**config.mk**
```make
export PLATFORM = sky130hd
export DESIGN_NAME = binary_mul_rr_sched
export DESIGN_NICKNAME = d
export VERILOG_FILES = /design/src/rtl/binary_mul_sched_pkg.sv /design/src/rtl/binary_mul_rr_sched_arb.sv /design/src/rtl/binary_mul_rr_sched.sv
export SDC_FILE = /design/constraint.sdc
export NUM_CORES = 1
export LEC_CHECK = 0
export BUFFER_PORTS_ARGS = -buffer_cell sky130_fd_sc_hd__buf_2
export CORE_MARGIN = 2
export CORE_UTILIZATION = 42
export DETAILED_ROUTE_END_ITERATION = 16
export GPL_TIMING_DRIVEN = 0
export HOLD_SLACK_MARGIN = 0.08
export PLACE_DENSITY = 0.78
export SYNTH_ARGS = -nofsm -noshare
export SYNTH_HDL_FRONTEND = slang
export SYNTH_SLANG_ARGS = --single-unit
```
**constraint.sdc**
```tcl
create_clock -name clk -period 3.3 [get_ports clk]
set_input_delay 0.33 -clock clk [delete_from_list [all_inputs] [get_ports clk]]
set_output_delay 0.33 -clock clk [all_outputs]
set_load 0.05 [all_outputs]
```
**src/rtl/binary_mul_sched_pkg.sv**
```systemverilog
// Shared types and defaults for the round-robin multiplier scheduler.
// Optional build macro used by the top: MUL_SCHED_ZERO_BYPASS_EN.
package binary_mul_sched_pkg;

   typedef enum logic [1:0] {
      IDLE = 2'd0,
      RUN  = 2'd1,
      DONE = 2'd2
   } state_t;

   localparam int A_W_DEF     = 11;
   localparam int LATENCY_DEF = 12;

   function automatic int p_w(input int a_w);
      return 2*a_w - 1;
   endfunction

endpackage

```
**src/rtl/binary_mul_rr_sched_arb.sv**
```systemverilog
// Combinational rotating-priority arbiter: the search starts one past ptr
// and wraps, so the last-served requester has the lowest priority.
module rr_arbiter_onehot #(
   parameter  int NREQ = 4,
   localparam int ID_W = $clog2(NREQ)
) (
   input  logic [NREQ-1:0] req,
   input  logic [ID_W-1:0] ptr,
   input  logic            en,
   output logic [NREQ-1:0] gnt
);

   // One extra bit so ptr + k never overflows before the modulo fold.
   logic [ID_W:0] w_sum;
   logic          w_found;

   always_comb begin
      gnt     = '0;
      w_found = 1'b0;
      w_sum   = '0;
      for (int k = 1; k <= NREQ; k++) begin
         w_sum = {1'b0, ptr} + (ID_W+1)'(k);
         if (w_sum >= (ID_W+1)'(NREQ)) w_sum = w_sum - (ID_W+1)'(NREQ);
         if (en && !w_found && req[w_sum[ID_W-1:0]]) begin
            gnt[w_sum[ID_W-1:0]] = 1'b1;
            w_found              = 1'b1;
         end
      end
   end

endmodule

```
**src/rtl/binary_mul_rr_sched.sv**
```systemverilog
// Round-robin scheduler sharing one external fixed-latency signed multiplier.
// Build macro MUL_SCHED_ZERO_BYPASS_EN: zero operands skip the multiplier.
module binary_mul_rr_sched
   import binary_mul_sched_pkg::*;
#(
   parameter  int NREQ    = 4,
   parameter  int A_W     = A_W_DEF,
   parameter  int LATENCY = LATENCY_DEF,
   localparam int P_W     = p_w(A_W),
   localparam int ID_W    = $clog2(NREQ)
) (
   input  logic                clk,
   input  logic                rst_n,
   input  logic [NREQ-1:0]     req_valid,
   output logic [NREQ-1:0]     req_ready,
   input  logic [NREQ*A_W-1:0] req_a,
   input  logic [NREQ*A_W-1:0] req_b,
   output logic                rsp_valid,
   input  logic                rsp_ready,
   output logic [ID_W-1:0]     rsp_id,
   output logic [P_W-1:0]      rsp_p,
   output logic                mul_en,
   output logic [A_W-1:0]      mul_a,
   output logic [A_W-1:0]      mul_b,
   input  logic [P_W-1:0]      mul_p
);

   localparam int                CNT_W = (LATENCY > 1) ? $clog2(LATENCY) : 1;
   localparam logic [CNT_W-1:0]  LAST  = CNT_W'(LATENCY - 1);

   state_t           r_state,     w_state_nxt;
   logic [ID_W-1:0]  r_ptr,       w_ptr_nxt;
   logic [ID_W-1:0]  r_rsp_id,    w_rsp_id_nxt;
   logic [CNT_W-1:0] r_cnt,       w_cnt_nxt;
   logic [A_W-1:0]   r_mul_a,     w_mul_a_nxt;
   logic [A_W-1:0]   r_mul_b,     w_mul_b_nxt;
   logic             r_mul_en,    w_mul_en_nxt;
   logic             r_rsp_valid, w_rsp_valid_nxt;
   logic [P_W-1:0]   r_rsp_p,     w_rsp_p_nxt;

   logic [NREQ-1:0]  w_gnt;
   logic [ID_W-1:0]  w_gnt_idx;
   logic [A_W-1:0]   w_sel_a;
   logic [A_W-1:0]   w_sel_b;
   logic             w_arb_en;
   logic             w_hs;
   logic             w_load;

   // Grants only when the result slot is free or being drained this cycle;
   // gated by rst_n so req_ready reads 0 while reset is held.
   assign w_arb_en = rst_n & ((r_state == IDLE) |
                              ((r_state == DONE) & r_rsp_valid & rsp_ready));

   rr_arbiter_onehot #(.NREQ(NREQ)) u_arb (
      .req (req_valid),
      .ptr (r_ptr),
      .en  (w_arb_en),
      .gnt (w_gnt)
   );

   always_comb begin
      w_gnt_idx = '0;
      for (int i = 0; i < NREQ; i++)
         if (w_gnt[i]) w_gnt_idx = ID_W'(i);
   end

   assign w_sel_a = req_a[w_gnt_idx*A_W +: A_W];
   assign w_sel_b = req_b[w_gnt_idx*A_W +: A_W];
   assign w_hs    = |(req_valid & w_gnt);

   always_ff @(posedge clk or negedge rst_n) begin
      if (!rst_n) begin
         r_state     <= IDLE;
         r_ptr       <= ID_W'(NREQ - 1);
         r_rsp_id    <= '0;
         r_cnt       <= '0;
         r_mul_a     <= '0;
         r_mul_b     <= '0;
         r_mul_en    <= 1'b0;
         r_rsp_valid <= 1'b0;
         r_rsp_p     <= '0;
      end else begin
         r_state     <= w_state_nxt;
         r_ptr       <= w_ptr_nxt;
         r_rsp_id    <= w_rsp_id_nxt;
         r_cnt       <= w_cnt_nxt;
         r_mul_a     <= w_mul_a_nxt;
         r_mul_b     <= w_mul_b_nxt;
         r_mul_en    <= w_mul_en_nxt;
         r_rsp_valid <= w_rsp_valid_nxt;
         r_rsp_p     <= w_rsp_p_nxt;
      end
   end

   always_comb begin
      w_state_nxt     = r_state;
      w_ptr_nxt       = r_ptr;
      w_rsp_id_nxt    = r_rsp_id;
      w_cnt_nxt       = r_cnt;
      w_mul_a_nxt     = r_mul_a;
      w_mul_b_nxt     = r_mul_b;
      w_mul_en_nxt    = r_mul_en;
      w_rsp_valid_nxt = r_rsp_valid;
      w_rsp_p_nxt     = r_rsp_p;
      w_load          = 1'b0;

      case (r_state)
         IDLE: begin
            if (w_hs) w_load = 1'b1;
         end
         RUN: begin
            w_cnt_nxt = r_cnt + 1'b1;
            if (r_cnt == LAST) begin
               w_rsp_p_nxt     = mul_p;
               w_mul_en_nxt    = 1'b0;
               w_rsp_valid_nxt = 1'b1;
               w_state_nxt     = DONE;
            end
         end
         DONE: begin
`ifdef MUL_SCHED_ZERO_BYPASS_EN
            // A bypassed op enters DONE with valid low; raise it one cycle later.
            if (!r_rsp_valid) begin
               w_rsp_valid_nxt = 1'b1;
               w_rsp_p_nxt     = '0;
            end else
`endif
            if (rsp_ready) begin
               w_rsp_valid_nxt = 1'b0;
               if (w_hs) w_load      = 1'b1;
               else      w_state_nxt = IDLE;
            end
         end
         default: w_state_nxt = IDLE;
      endcase

      if (w_load) begin
         w_rsp_id_nxt = w_gnt_idx;
         w_ptr_nxt    = w_gnt_idx;
`ifdef MUL_SCHED_ZERO_BYPASS_EN
         if (w_sel_a == '0 || w_sel_b == '0) begin
            w_rsp_valid_nxt = 1'b0;
            w_state_nxt     = DONE;
         end else
`endif
         begin
            w_mul_a_nxt  = w_sel_a;
            w_mul_b_nxt  = w_sel_b;
            w_mul_en_nxt = 1'b1;
            w_cnt_nxt    = '0;
            w_state_nxt  = RUN;
         end
      end
   end

   assign req_ready = w_gnt;
   assign rsp_valid = r_rsp_valid;
   assign rsp_id    = r_rsp_id;
   assign rsp_p     = r_rsp_p;
   assign mul_en    = r_mul_en;
   assign mul_a     = r_mul_a;
   assign mul_b     = r_mul_b;

endmodule

```
==> results of run 1 <==
per-stage QoR:
stage | hold WS, ns | setup WS (ns) | instances | util [%] | setup TNS (ns)
after global placement | 0.460 | -0.252 | 552 | 55.5 | -3.72
after global routing | 0.117 | -0.112 | 570 | 58.5 | -1.52
final | 0.0729 | 0.0125 | 570 | 58.5 | 0
after floorplan | 0.0344 | 0.0341 | 284 | - | 0
after CTS | 0.237 | 0.0617 | 565 | 57.8 | 0
after detailed placement | 0.461 | -0.398 | 552 | 55.5 | -7.70
registers in the layout, summed over array words and instances (netlist names):
| name | flops |
|---|---|
| rsp_id | 2 |
| r_cnt | 4 |
| mul_en | 1 |
| r_state | 2 |
| rsp_p | 21 |
| mul_a | 11 |
| mul_b | 11 |
| rsp_valid | 1 |
| r_ptr | 2 |
critical path: stages, from the launching register on:
cell	delay, ns
dfstp_2	0.58
clkinvlp_4	0.14
ha_4	0.30
mux4_2	0.57
inv_2	0.11
o31ai_1	0.08
o221a_1	0.24
buf_4	0.16
a221o_2	0.48
buf_6	0.20
mux2_4	0.30
layout make-up:
type	count	share of cell area [%]
Tap cell	102	2.87
Buffer	16	2.53
Sequential cell	55	31.0
Clock inverter	3	1.07
Multi-Input combinational cell	181	37.8
Clock buffer	5	1.55
Inverter	32	2.78
Timing Repair Buffer	176	20.5
power breakdown:
group	leakage (nW)	switching (mW)	internal, mW
registers	0.672	0.177	1.01
logic	1.70	1.83	1.02
clock network	0.0587	0.229	0.230
total	2.43	2.24	2.25
layer usage:
layer	up-vias	track usage (%)
met5	-	0
met4	0	5.35
met3	14	3.53
met2	108	39.2
met1	1462	26.8
li1	1369	-
synthesized netlist by cell type (all sizes together), types with 3 or more instances:
master,instances
a21oi,3
buf,9
clkbuf,7
dfrtp,53
ha,9
inv,32
mux2,47
mux2i,23
mux4,4
nand2,33
nand2b,7
nor2,4
o21ai,7
o221ai,22
placed cells by master, fill, tap and decap left out, types with 6 or more instances in the layout:
| cell | n |
|---|---|
| mux2_2 | 25 |
| dfrtp_1 | 53 |
| ha_1 | 8 |
| buf_2 | 165 |
| mux2_4 | 20 |
| o21ai_0 | 6 |
| inv_1 | 30 |
| mux2i_1 | 23 |
| buf_4 | 16 |
| o221ai_1 | 22 |
| nand2_1 | 33 |
repair_timing:
action / CTS / global route
cloned: 0 / 0
endpoints found under the setup margin: 27 / 27
gates resized for setup: 10 / 5
setup buffers: 5 / 5
pin swaps: 2 / 1
kinds of logic after synthesis:
kind of cell             after synthesis
XOR/XNOR                               3
buffers and inverters                 48
AND/OR/NAND/NOR                       51
AO/OA/AOI/OAI                         44
multiplexers                          74
adder cells (fa/ha/maj)                9
flip-flops                            55
how the worst max path moves through the flow:
stage,end,slack (ns),cells past startpoint
CTS,req_ready[3],0.06,9
detailed placement,mul_a[9],-0.40,9
floorplan,mul_a[0],0.03,10
global route,mul_a[7],-0.11,10
global placement,mul_a[9],-0.25,9
finish,mul_a[0],0.01,10
==> results.toml, run 1 <==
[routing]
wl_met3_um = 429
drtIter0Drc = 126
via_count = 2953
wl_met1_um = 3700
viasPerCell = 5.18
ant_nets = 0
wl_per_cell_um = 15.9
met2_length_um = 4820
remaining_drc_errors = 0
routed.top_layer = "met4"
drt_pass1_iterations = 6
wirelength_um = 9080

[logic_synthesis]
synth_compound_area_share_pct = 11.3
postSynthAreaPerCell_um2 = 11.5
synth-edff-count = 0
synth_area_um2 = 3260
synthesis.nets = 409
ys_seq_area_share_pct = 42.3
synth_top_area_cell = "dfrtp_1"
synth_seq_cells = 55
synth_top_family_by_area = "multiplexers"
yosys.area_share.simple_pct = 7.22
synth_cell_types = 40
async_reset_ff_share_pct = 100
yosysTopAreaCellShare_pct = 40.7
synth-adder-area-share_pct = 3.45
synthTopCellsByArea = "dfrtp_1 41%, mux2_4 9.2%, mux2_2 8.6%"
synth_ff_type = "dfrtp_1"
synthCells = 284
yosys_warnings = 0
synth.area.mux_share_pct = 28.4
synth-xor-area-share_pct = 0.806

[setup_path]
reg2reg_to = "mul_a[0]"
startpoint = "r_ptr[0]"
regToRegStartpoint = "r_ptr[0]"
crit_arrival_ns = 3.48
rrSetupSlack_ns = 0.01
end_kind = "flop"
crit_type = "flop to flop"
worstPathRequired_ns = 3.49
startpoint_type = "flop"
critPathMaxFanout = 10
reg2reg_depth = 10

[finish]
areaGrowthSynthToFinish_pct = 36.6
multi_input_area_um2 = 1680
nets = 592
seqCellArea_um2 = 1380
diodes = 0
drive_gt1_share_pct = 54.9
stdcell_area_um2 = 4450
fillers = 688

[clock_tree]
cts_inserted_buffers = 5
path_clk_slew_ns = 0.11
cts_tree = "built"
clockBufferDepth = 2
root_buffer = "clkbuf_8"
cts.sinks = 55
cts_hold_buf = 0
clock_latency_ns = 0.31
htree_num_levels = 2

[placed_design]
dp_hpwl_um = 6860
io_buffers = 166
dpl-instance-area_um2 = 4220
gp_congestion = 0.968

[grt]
grt_antenna_before_repair = 0
grt_pass1_vias = 2987
grt_util_all_layers_pct = 21.6
grt_pass1_wl_um = 14700
grt_max_degree = 57
grt_overflow = 0

[floorplanning]
ios = 167
rows = 32
core_um2 = 7610
die_w_um = 92.1
initial_core_util_pct = 42.8
fp.dieH_um = 92.1
dieArea_um2 = 8480

[worst_hold_path]
hp-class = "input port to asynchronous set/reset pin"

[timing]
rsz0062_at_grt = "yes"
setup_viol = 0
period_share_pct = 99.6
min_period_ns = 3.29
fin_skew_ns = 0.00922
worst_pin_slew_ns = 0.724
final-hold-violation-count = 0
fmax_mhz = 304
drv_slew = 0
slew_headroom_pct = 51.7

[power_and_ir_drop]
leakagePower_nw = 2.43
ir_drop_v = 0.000493
total_power_mw = 4.49
powerDensity_nw_per_um2 = 1010

[run_status]
status = "complete, no violations"

[flow_run]
cap_violations = 0
Note: power is estimated with default switching activity, not from simulation.
==> inputs of run 2 (changes only) <==
--- a/config.mk
+++ b/config.mk
@@ -11,7 +11,7 @@
 export DETAILED_ROUTE_END_ITERATION = 16
 export GPL_TIMING_DRIVEN = 0
 export HOLD_SLACK_MARGIN = 0.08
-export PLACE_DENSITY = 0.78
+export PLACE_DENSITY = 0.82
 export SYNTH_ARGS = -nofsm -noshare
 export SYNTH_HDL_FRONTEND = slang
 export SYNTH_SLANG_ARGS = --single-unit
==> results.toml, run 2 (synthesis gave the netlist of run 1 again) <==
[timing]
slew_headroom_pct = 50.9
rsz0062_at_grt = "no"
fin_skew_ns = 0.0108
fmax_mhz = 314
setup_viol = 0
worst_pin_slew_ns = 0.734
final-hold-violation-count = 0
period_share_pct = 96.5
drv_slew = 0
setup_slack_ns = 0.116
min_period_ns = 3.18

[placed_design]
dp_hpwl_um = 6930
dpl.cell_count = 552
io_buffers = 166
gp_congestion = 0.954
dp_slack_ns = -0.389

[setup_path]
startpoint_type = "flop"
critical_path.max_stage_delay_ns = 0.57
critPathMaxFanout = 10
cp_slowest_cell = "mux4_2"
crit_type = "flop to flop"
end_kind = "flop"
worstPathRequired_ns = 3.50
reg2reg_depth = 10
crit_arrival_ns = 3.39
worst-path-buf-inv = 3
path_cells = "inv_1 -> ha_4 -> mux4_2 -> o41ai_1 -> a22o_2 -> or2_1 -> buf_2 -> buf_4 -> o221ai_1 -> mux2_4"
rrSetupSlack_ns = 0.12
critPathTopFamily = "multiplexers"
crit_cells = 10

[finish]
final_common_cell = "buf_2"
largest_reg_flops = 21
diodes = 0
nets = 588
drive_gt1_share_pct = 54.1
fillers = 670
final_cell_mix = "166 x buf_2, 53 x dfrtp_1, 33 x nand2_1"
stdcell_count = 566
areaGrowthSynthToFinish_pct = 35.6

[floorplanning]
ios = 167
core_um2 = 7610
fp.dieH_um = 92.1
initial_core_util_pct = 42.8
dieArea_um2 = 8480
rows = 32
die_w_um = 92.1

[grt]
grt_antenna_before_repair = 0
grt_pass1_wl_um = 14400
grt_util_all_layers_pct = 21.5
grt_pass1_vias = 3001
grt_overflow = 0
grt_max_degree = 57

[clock_tree]
cts_tree = "built"
htree_num_levels = 2
cts.sinks = 55
clockBufferDepth = 2
root_buffer = "clkbuf_8"
clock_latency_ns = 0.31
cts_inserted_buffers = 5
path_clk_slew_ns = 0.11

[routing]
ant_nets = 0
drt_pass1_iterations = 4
remaining_drc_errors = 0
wirelength_um = 9010
wl_per_cell_um = 15.9
viasPerCell = 5.20
via_count = 2943
drtIter0Drc = 105

[flow_run]
cap_violations = 0

[power_and_ir_drop]
leakagePower_nw = 2.41
total_power_mw = 4.39
powerDensity_nw_per_um2 = 994
ir_drop_v = 0.000532

[run_status]
status = "complete, no violations"

[worst_hold_path]
min_path_cells = 2
hp-class = "input port to flop"
[run 2: cell count changes in the layout (fill, tap and decap cells not counted), sizes merged]
cell	delta
buf	-6
inv	+2
clkinvlp	-1
bufinv	-1
dlygate4sd3	+2
[run 2: worst paths after layout]
check / from / to
setup / recovery: r_ptr[1] / mul_a[1]
hold / removal: mul_p[14] / rsp_p[14]
setup reg to reg: r_ptr[1] / mul_a[1]
hold reg to reg: mul_en / mul_en
max in group asynchronous: rst_n / mul_b[4]
min in group asynchronous: rst_n / rsp_p[0]
[run 2: metrics by stage]
step | TNS [ns] | util, % | hold WS, ns | instance area [um2]
3_3_place_gp | -4.04 | 55.5 | 0.461 | 4220
3_5_place_dp | -7.37 | 55.5 | 0.466 | 4220
4_1_cts | 0 | 57.3 | 0.229 | 4360
6_report | 0 | 58.1 | 0.237 | 4420
2_1_floorplan | 0 | - | 0.0344 | 3260
5_1_grt | 0 | 58.1 | 0.221 | 4420
[run 2: final cells by class]
cell class | count | area (um2) | share of cell area, %
flip-flops and latches | 55 | 1380 | 31.2
clock buffers | 5 | 68.8 | 1.56
inverters | 32 | 120 | 2.72
multi-input cells | 181 | 1690 | 38.2
plain buffers | 16 | 113 | 2.55
repair buffers | 172 | 896 | 20.3
well taps | 102 | 128 | 2.89
clock inverters | 3 | 26.3 | 0.595
[run 2: timing repair]
action | 4_1_cts | 5_1_grt
gates resized for setup | 10 | 6
hold buffers | 0 | 2
endpoints found under the setup margin | 27 | 25
pin swaps | 2 | 0
endpoints found under the hold margin | 0 | 16
setup buffers | 3 | 0
[run 2: per-layer routing]
layer / share of wire [%] / global-route usage (%) / vias to the layer above
met2: 51 / 37.9 / 128
met4: 2.5 / 7.34 / 0
met5: 0 / 0 / -
met1: 40 / 26.3 / 1432
li1: - / - / 1361
met3: 6.2 / 4.35 / 22
[run 2: where the power goes]
| group | internal (mW) | switching (mW) |
|---|---|---|
| clock network | 0.157 | 0.235 |
| logic | 0.994 | 1.83 |
| registers | 1.01 | 0.173 |
==> inputs of run 3 (changes only) <==
--- a/config.mk
+++ b/config.mk
@@ -7,11 +7,12 @@
 export LEC_CHECK = 0
 export BUFFER_PORTS_ARGS = -buffer_cell sky130_fd_sc_hd__buf_2
 export CORE_MARGIN = 2
-export CORE_UTILIZATION = 42
+export CORE_UTILIZATION = 46
 export DETAILED_ROUTE_END_ITERATION = 16
 export GPL_TIMING_DRIVEN = 0
-export HOLD_SLACK_MARGIN = 0.08
-export PLACE_DENSITY = 0.82
+export HOLD_SLACK_MARGIN = 0.12
+export PLACE_DENSITY = 0.85
+export REMOVE_ABC_BUFFERS = 1
 export SYNTH_ARGS = -nofsm -noshare
 export SYNTH_HDL_FRONTEND = slang
 export SYNTH_SLANG_ARGS = --single-unit
==> constraint.sdc (replaced) <==
create_clock -name clk -period 3.24 [get_ports clk]
set_input_delay 0.324 -clock clk [delete_from_list [all_inputs] [get_ports clk]]
set_output_delay 0.324 -clock clk [all_outputs]
set_load 0.05 [all_outputs]
==> results.toml, run 3 (synthesis gave the netlist of run 1 again) <==
[setup_path]
worstPathRequired_ns = 3.43
startpoint_type = "flop"
reg2reg_depth = 8
reg2reg_to = "mul_b[5]"
critPathMaxFanout = 14
crit_type = "flop to flop"
crit_arrival_ns = 3.34
regToRegStartpoint = "r_ptr[1]"
rrSetupSlack_ns = 0.09
end_kind = "flop"

[grt]
grt_pass1_wl_um = 13600
grt_overflow = 0
grt_max_degree = 54
grt_antenna_before_repair = 0
grt_pass1_vias = 2766
grt_util_all_layers_pct = 23.2

[clock_tree]
htree_num_levels = 2
root_buffer = "clkbuf_8"
clockBufferDepth = 2
cts.sinks = 55
path_clk_slew_ns = 0.10
clock_latency_ns = 0.30
cts_inserted_buffers = 5
cts_tree = "built"

[floorplanning]
rows = 30
initial_core_util_pct = 47.7
ios = 167
core_um2 = 6830
dieArea_um2 = 7770
fp.dieH_um = 88.2
die_w_um = 88.2

[finish]
final_cell_mix = "164 x buf_2, 53 x dfrtp_1, 33 x nand2_1"
final_util_pct = 65.9
seqCellArea_um2 = 1380
multi_input_area_um2 = 1810
final_common_cell = "buf_2"
diodes = 0
stdcell_count = 556
largest_reg_flops = 21
areaGrowthSynthToFinish_pct = 38.1
fillers = 511
drive_gt1_share_pct = 55.7
nets = 584

[timing]
drv_slew = 0
fin_skew_ns = 0.00915
tns_ns = 0
slew_headroom_pct = 38.8
worst_pin_slew_ns = 0.918
min_period_ns = 3.15
fmax_mhz = 317
final-hold-violation-count = 0
period_share_pct = 97.3
setup_viol = 0

[routing]
wirelength_um = 9220
via_count = 2905
drt_pass1_iterations = 4
viasPerCell = 5.22
drtIter0Drc = 51
remaining_drc_errors = 0
wl_per_cell_um = 16.6
ant_nets = 0

[flow_run]
cap_violations = 0

[power_and_ir_drop]
leakagePower_nw = 2.43
total_power_mw = 4.61
ir_drop_v = 0.000845
powerDensity_nw_per_um2 = 1020

[worst_hold_path]
min_from = "mul_p[4]"
min_path_cells = 2
holdPathEnd = "rsp_p[4]"
hp-class = "input port to flop"

[placed_design]
gp_congestion = 0.875
dp_hpwl_um = 6060
io_buffers = 166
dpl.cell_count = 530

[run_status]
status = "complete, no violations"
run 3: changes by cell type in the layout (fill, tap and decap cells not counted), sizes merged:
cell and change:
clkbuf -6, clkinv -1, dlygate4sd3 -1, bufinv +1, buf -1, o221a +1, a22oi +1, inv -1
a221o +3
run 3: layout make-up:
class,instances,area share [%]
clock inverter,2,0.862
sequential,55,30.6
tap,96,2.67
inverter,32,2.67
clock buffer,6,1.61
multi-input combinational,186,40.1
timing repair buffer,179,21.4
run 3: routing by layer:
metal	vias up	GRT usage (%)	wire, um
met3	10	5.09	695
met1	1391	27.1	3640
met2	128	42.9	4740
met5	-	0	0
li1	1376	-	-
met4	0	6.34	133
run 3: worst max-delay path by stage:
| stage | startpoint | endpoint | slack, ns |
|---|---|---|---|
| floorplan | r_ptr[0] | mul_a[6] | -1.15 |
| finish | r_ptr[1] | mul_b[5] | 0.09 |
| global route | r_ptr[1] | mul_a[10] | -0.003 |
| global placement | rst_n | mul_a[9] | -1.54 |
| detailed placement | rst_n | mul_a[7] | -1.11 |
| CTS | r_ptr[0] | mul_a[10] | 0.05 |
run 3: worst max-delay path, cell delays in order (launching register included):
cell,delay (ns)
dfstp_2,0.56
inv_1,0.12
ha_4,0.31
mux4_2,0.58
inv_2,0.16
o31ai_2,0.13
o221a_4,0.32
a221o_4,0.55
mux2_4,0.32
run 3: repair_timing:
action / CTS / global route
hold buffers: 2 / 0
pin swaps: 5 / 0
setup buffers: 11 / 0
gates cloned: 5 / 0
gates resized for setup: 20 / 1
hold endpoints to repair: 53 / 0
setup endpoints to repair: 35 / 25
run 3: metrics by stage:
step	hold WS [ns]	worst slack, ns	cell area [um2]
final	0.243	0.0860	4500
after global routing	0.224	-0.00307	4500
after CTS	0.234	0.0538	4490
after detailed placement	0.468	-1.11	4120
after global placement	0.463	-1.54	4120
after floorplan	0.0284	-1.15	3170
run 3: where the power goes:
group / internal [mW] / switching (mW)
Clock: 0.234 / 0.220
Combinational: 1.03 / 1.92
Sequential: 1.03 / 0.184
Total: 2.29 / 2.32
